## config.mk

```make
export PLATFORM = sky130hd
export DESIGN_NAME = conv_stream_ctrl
export DESIGN_NICKNAME = d
export VERILOG_FILES = /design/src/rtl/conv_pkg.sv /design/src/rtl/conv_pos_counter.sv /design/src/rtl/conv_stream_ctrl.sv
export SDC_FILE = /design/constraint.sdc
export NUM_CORES = 1
export LEC_CHECK = 0
export CORE_MARGIN = 2
export CORE_UTILIZATION = 48
export CTS_CLUSTER_DIAMETER = 40
export DETAILED_ROUTE_END_ITERATION = 10
export PLACE_DENSITY = 0.9
export SYNTH_ARGS = -nofsm -noshare
export SYNTH_HDL_FRONTEND = slang
export SYNTH_SLANG_ARGS = --single-unit
```

## constraint.sdc

```tcl
create_clock -name clk -period 2.4 [get_ports clk]
set_input_delay 0.6 -clock clk [delete_from_list [all_inputs] [get_ports clk]]
set_output_delay 0.6 -clock clk [all_outputs]
set_load 0.005 [all_outputs]
```

## src/rtl/conv_pkg.sv

```systemverilog
// Shared types and defaults for the convolution stream controller.
// Holds the controller state encoding and default image dimensions.
package conv_pkg;

    // Default image geometry (pixels per row, rows per frame).
    localparam int DEF_N = 32;
    localparam int DEF_H = 32;

    // Width of the optional stall counter.
    localparam int STALL_W = 16;

    typedef enum logic [1:0] {
        ST_IDLE  = 2'd0,
        ST_RUN   = 2'd1,
        ST_FLUSH = 2'd2,
        ST_DONE  = 2'd3
    } state_t;

endpackage

```

## src/rtl/conv_pos_counter.sv

```systemverilog
// Raster position counter: col runs 0..N-1, row advances on col wrap.
// Ports: clk, rst (sync, active-high), clr (restart at 0,0), inc (advance one
// pixel); row, col (current position), last (position is H-1,N-1).
module conv_pos_counter
    import conv_pkg::*;
#(
    parameter int N = DEF_N,
    parameter int H = DEF_H
) (
    input  logic                 clk,
    input  logic                 rst,
    input  logic                 clr,
    input  logic                 inc,
    output logic [$clog2(H)-1:0] row,
    output logic [$clog2(N)-1:0] col,
    output logic                 last
);

    localparam int RW = $clog2(H);
    localparam int CW = $clog2(N);

    localparam logic [RW-1:0] ROW_MAX = RW'(H - 1);
    localparam logic [CW-1:0] COL_MAX = CW'(N - 1);

    logic col_wrap;
    logic row_wrap;

    assign col_wrap = (col == COL_MAX);
    assign row_wrap = (row == ROW_MAX);
    assign last     = col_wrap && row_wrap;

    always_ff @(posedge clk) begin
        if (rst || clr) begin
            row <= '0;
            col <= '0;
        end else if (inc) begin
            if (col_wrap) begin
                col <= '0;
                row <= row_wrap ? '0 : row + 1'b1;
            end else begin
                col <= col + 1'b1;
            end
        end
    end

endmodule

```

## src/rtl/conv_stream_ctrl.sv

```systemverilog
// Streams a raster frame into a 3x3 window cache and flags complete windows.
// Ports: clk, rst (sync, active-high), start; in_valid/in_data/in_ready
// (pixel input handshake); cache_load/cache_data (window cache write);
// win_valid/out_ready (window output handshake); win_row/win_col (window
// centre); busy, done (frame status). Optional macro CONV_CTRL_STALL_CNT_EN
// adds stall_cnt (saturating count of RUN cycles with in_valid && !in_ready).
module conv_stream_ctrl
    import conv_pkg::*;
#(
    parameter int N = DEF_N,
    parameter int H = DEF_H
) (
    input  logic                 clk,
    input  logic                 rst,
    input  logic                 start,
    input  logic                 in_valid,
    input  logic [7:0]           in_data,
    output logic                 in_ready,
    output logic                 cache_load,
    output logic [7:0]           cache_data,
    output logic                 win_valid,
    input  logic                 out_ready,
    output logic [$clog2(H)-1:0] win_row,
    output logic [$clog2(N)-1:0] win_col,
    output logic                 busy,
    output logic                 done
`ifdef CONV_CTRL_STALL_CNT_EN
    ,
    output logic [STALL_W-1:0]   stall_cnt
`endif
);

    localparam int RW = $clog2(H);
    localparam int CW = $clog2(N);

    localparam logic [RW-1:0] ROW_MIN = RW'(2);
    localparam logic [CW-1:0] COL_MIN = CW'(2);

    state_t state;
    state_t state_nxt;

    logic [RW-1:0] row;
    logic [CW-1:0] col;
    logic          last;

    logic run_entry;
    logic accept;
    logic qual;
    logic win_take;

    // Counters restart at the same moment the FSM leaves IDLE.
    assign run_entry = (state == ST_IDLE) && start;

    // The cache must not be overwritten while an unconsumed window sits in it.
    assign in_ready = !rst
                   && (state == ST_RUN)
                   && (!win_valid || out_ready);

    assign accept     = in_valid && in_ready;
    assign cache_load = accept;
    assign cache_data = in_data;

    // Only a pixel at row>=2, col>=2 closes a window lying entirely in
    // three consecutive rows without crossing a row wrap.
    assign qual     = accept && (row >= ROW_MIN) && (col >= COL_MIN);
    assign win_take = win_valid && out_ready;

    assign busy = (state != ST_IDLE);
    assign done = (state == ST_DONE);

    conv_pos_counter #(
        .N (N),
        .H (H)
    ) u_pos (
        .clk  (clk),
        .rst  (rst),
        .clr  (run_entry),
        .inc  (accept),
        .row  (row),
        .col  (col),
        .last (last)
    );

    always_ff @(posedge clk) begin
        if (rst) begin
            state <= ST_IDLE;
        end else begin
            state <= state_nxt;
        end
    end

    always_comb begin
        state_nxt = state;
        unique case (state)
            ST_IDLE: begin
                if (start) begin
                    state_nxt = ST_RUN;
                end
            end
            ST_RUN: begin
                if (accept && last) begin
                    state_nxt = ST_FLUSH;
                end
            end
            ST_FLUSH: begin
                if (!win_valid || out_ready) begin
                    state_nxt = ST_DONE;
                end
            end
            ST_DONE: begin
                state_nxt = ST_IDLE;
            end
            default: begin
                state_nxt = ST_IDLE;
            end
        endcase
    end

    // A new qualifying pixel wins over a handshake in the same cycle,
    // so back-to-back windows keep win_valid high.
    always_ff @(posedge clk) begin
        if (rst) begin
            win_valid <= 1'b0;
            win_row   <= '0;
            win_col   <= '0;
        end else if (qual) begin
            win_valid <= 1'b1;
            win_row   <= row - 1'b1;
            win_col   <= col - 1'b1;
        end else if (win_take) begin
            win_valid <= 1'b0;
        end
    end

`ifdef CONV_CTRL_STALL_CNT_EN
    logic stall;

    assign stall = (state == ST_RUN) && in_valid && !in_ready;

    always_ff @(posedge clk) begin
        if (rst || run_entry) begin
            stall_cnt <= '0;
        end else if (stall && (stall_cnt != {STALL_W{1'b1}})) begin
            stall_cnt <= stall_cnt + 1'b1;
        end
    end
`endif

endmodule

```

==> summary.txt, run 1 <==
Run status
  – Outcome: finished, final reports clean

Clock network
  – Clk_lat worst skew: 0.30 ns
  – CTS buffer count: 3
  – CTS Sinks: 23
  – Clock input transition at the sequential cells of the worst setup and hold paths: 0.12 ns
  – Root buf cell: clkbuf_4
  – Clk buf depth: 2
  – CTS tree: built
  – H-tree depth: 1
  – Resize count post-CTS: 4
  – Setup bufs post-CTS: 0
  – Hold_buf cts: 0

Global routing
  – Initial antenna violation count: 0
  – Largest net degree at the start of global routing: 16
  – First-pass GRT wire length: 4.80 mm
  – Overall routing resource usage: 18.2%
  – Total gr overflow: 0
  – Vias in the first global route: 1065

Floorplanning
  – Die area: 3230 sq um
  – Core Footprint: 2710 sq um
  – Row count: 19
  – I/O Pins: 36
  – Starting Density: 49.4%
  – Chip Height: 56.8 microns
  – Die width: 56.8 microns

STA
  – Tightest Pin Transition: 0.487 ns
  – Worst setup margin: 0.0692 ns
  – Tcrit/Tclk final: 97.1%
  – Slew Limit Fails: 0
  – RSZ-0062 raised after global routing: false
  – Count of final setup violators: 0
  – Slew margin rel.: 67.3%
  – Fin crit period: 2.33 ns
  – Fmax: 429 MHz
  – Clock Skew: 0.00385 ns
  – Count of final hold-check violations: 0
  – Hold slack: 0.528 ns

Synth
  – Yosys cell types: 33
  – Seq/Total Area, Yosys: 34.4%
  – Top_reg_cell synth: dfxtp_1
  – EDFF count, synth: 0
  – Synth warn: 0
  – Synthesized instance count: 153
  – Synthesized area: 1340 sq um
  – Mapped Avg Cell Area: 8.75 sq um
  – Async S/R FF share, synth: 0%
  – Synth Net Count: 178
  – Number of synthesized register bits: 23

Pwr
  – Power Density: 537 nW/um^2
  – Worst ir drop on vdd: 0.443 mV
  – P_leak: 0.600 nW

Cells and area
  – Ratio of cells with drive above 1 in the final layout: 11.4%
  – Antenna cells: 0
  – Post-route non-filler standard cell count: 198
  – Filler Cells Inserted: 233
  – Nets@finish: 193
  – Synth-to-layout area growth: 15.1%

Placed design
  – Place WS: -0.138 ns
  – PortBufs: 19
  – DPL Wire Length: 2.17 mm
  – GPL Wtd Cong: 0.765
  – Cell count after placement: 194

Worst setup path
  – Crit-path max FO: 2
  – CP Class: in2out
  – Req. time, crit path: 1.80 ns
  – Worst reg2reg startpoint: u_pos.row[0]
  – Reg2reg end: win_row[3]
  – Critical Path Start Type: input port
  – Crit end category: output port
  – Register-to-register setup slack: 0.24 ns
  – R2R cell count: 5
  – Crit path DAT: 1.73 ns

Routing
  – Final ANT Viol Nets: 0
  – DR DRC count: 0
  – First drt pass iteration count: 4
  – Vias: 1161
  – WL final: 2.86 mm
  – Starting DRC count in detailed routing: 31
  – Routed len/inst: 14.4 microns
  – Vias per cell: 5.86

Hold path
  – Hold Path Origin: u_pos.col[4]
  – Worst hold stages: 2
  – Hold-critical path endpoint: u_pos.col[4]
  – Worst hold path type: reg2reg

Flow run
  – Number of max-cap violations: 0
-- per-stage QoR --
| step | utilization, % | cell area [sq um] | setup TNS, ns | power, mW |
|---|---|---|---|---|
| finish | 56.9 | 1540 | 0 | 0.828 |
| global route | 56.9 | 1540 | 0 | 0.869 |
| CTS | 56.9 | 1540 | 0 | 0.830 |
| detailed placement | 55.5 | 1510 | -0.273 | 0.655 |
| global placement | 55.5 | 1510 | -0.235 | 0.642 |
| floorplan | - | 1340 | 0 | 0.569 |
-- cell usage after synthesis (4+ instances only) --
master	n	area share [%]
a211oi_1	8	4.5
a21oi_1	12	4.5
a31oi_1	12	5.6
buf_4	8	4.5
dfxtp_1	23	34
ha_1	12	11
inv_1	9	2.5
nand2_1	11	3.1
nand3_1	7	2.6
nor2_1	7	2.0
o21ai_0	4	1.5
or4_1	4	2.2
xnor2_1	4	2.6
-- flip-flops by register name, summed over array words and instances, names as in the netlist --
name       flops
state          2
u_pos.col      5
u_pos.row      5
win_col        5
win_row        5
win_valid      1
-- where the power goes --
| group | total [mW] | switching, mW | leakage, nW | internal [mW] |
|---|---|---|---|---|
| Sequential | 0.416 | 0.0178 | 0.186 | 0.398 |
| Combinational | 0.235 | 0.124 | 0.399 | 0.111 |
| Clock | 0.178 | 0.113 | 0.0150 | 0.0648 |
| Total | 0.828 | 0.254 | 0.600 | 0.574 |
-- how the worst max path moves through the flow --
stage / start / cells after the start / end
2_1_floorplan: u_pos.col[0] / 7 / u_pos.row[2]
3_3_place_gp: rst / 5 / in_ready
3_5_place_dp: out_ready / 5 / cache_load
4_1_cts: rst / 5 / in_ready
5_1_grt: state[1] / 6 / in_ready
6_report: rst / 5 / in_ready
-- final cells by class --
class / instances / area (sq um) / share of cell area, %
multi-input cells: 105 / 742 / 48.1
repair buffers: 26 / 240 / 15.6
flip-flops and latches: 23 / 460 / 29.9
clock buffers: 4 / 26.3 / 1.70
well taps: 31 / 38.8 / 2.52
inverters: 9 / 33.8 / 2.19
-- per-layer routing --
metal	up-vias	routed length, microns	GRT usage, %
met5	-	0	0
met4	0	26	4.98
met3	6	116	1.61
met2	39	1460	31.9
met1	551	1260	23.7
li1	565	-	-
-- worst max-delay path, stage by stage --
cell and delay (ns):
clkdlybuf4s50_1 0.51, nor2b_2 0.07, buf_4 0.13, and2_1 0.15
dlygate4sd2_1 0.27
-- kinds of logic after synthesis --
family	count (synthesis)	share of synthesized area (%)
AO/OA/AOI/OAI	43	21.2
XOR/XNOR	6	3.93
flip-flops	23	34.4
adder cells (fa/ha/maj)	12	11.2
buffers and inverters	25	11.1
AND/OR/NAND/NOR	44	18.1
-- cells in the final DEF, fill, tap and decap left out, types with 2 or more instances in the layout --
cell / count
a21oi_1: 12
and3_1: 2
dlygate4sd2_1: 2
nand3_1: 6
a211oi_2: 3
nor2_1: 7
or3_1: 2
or4b_2: 2
clkdlybuf4s50_1: 17
ha_1: 12
nand2_1: 11
or4_1: 4
clkbuf_4: 3
a211oi_1: 8
dfxtp_1: 23
or2_1: 2
xor2_1: 2
xnor2_1: 4
buf_4: 7
inv_1: 9
a31oi_1: 12
o21ai_0: 4
Power figures use the tool's default switching activity.
==> run 2, diff against run 1 <==
Settings changed: ABC_CLOCK_PERIOD_IN_PS from default to 2400, CTS_CLUSTER_SIZE from default to 16.
==> results of run 2 <==
The final DEF is identical to that of run 1; final timing and power are the same.
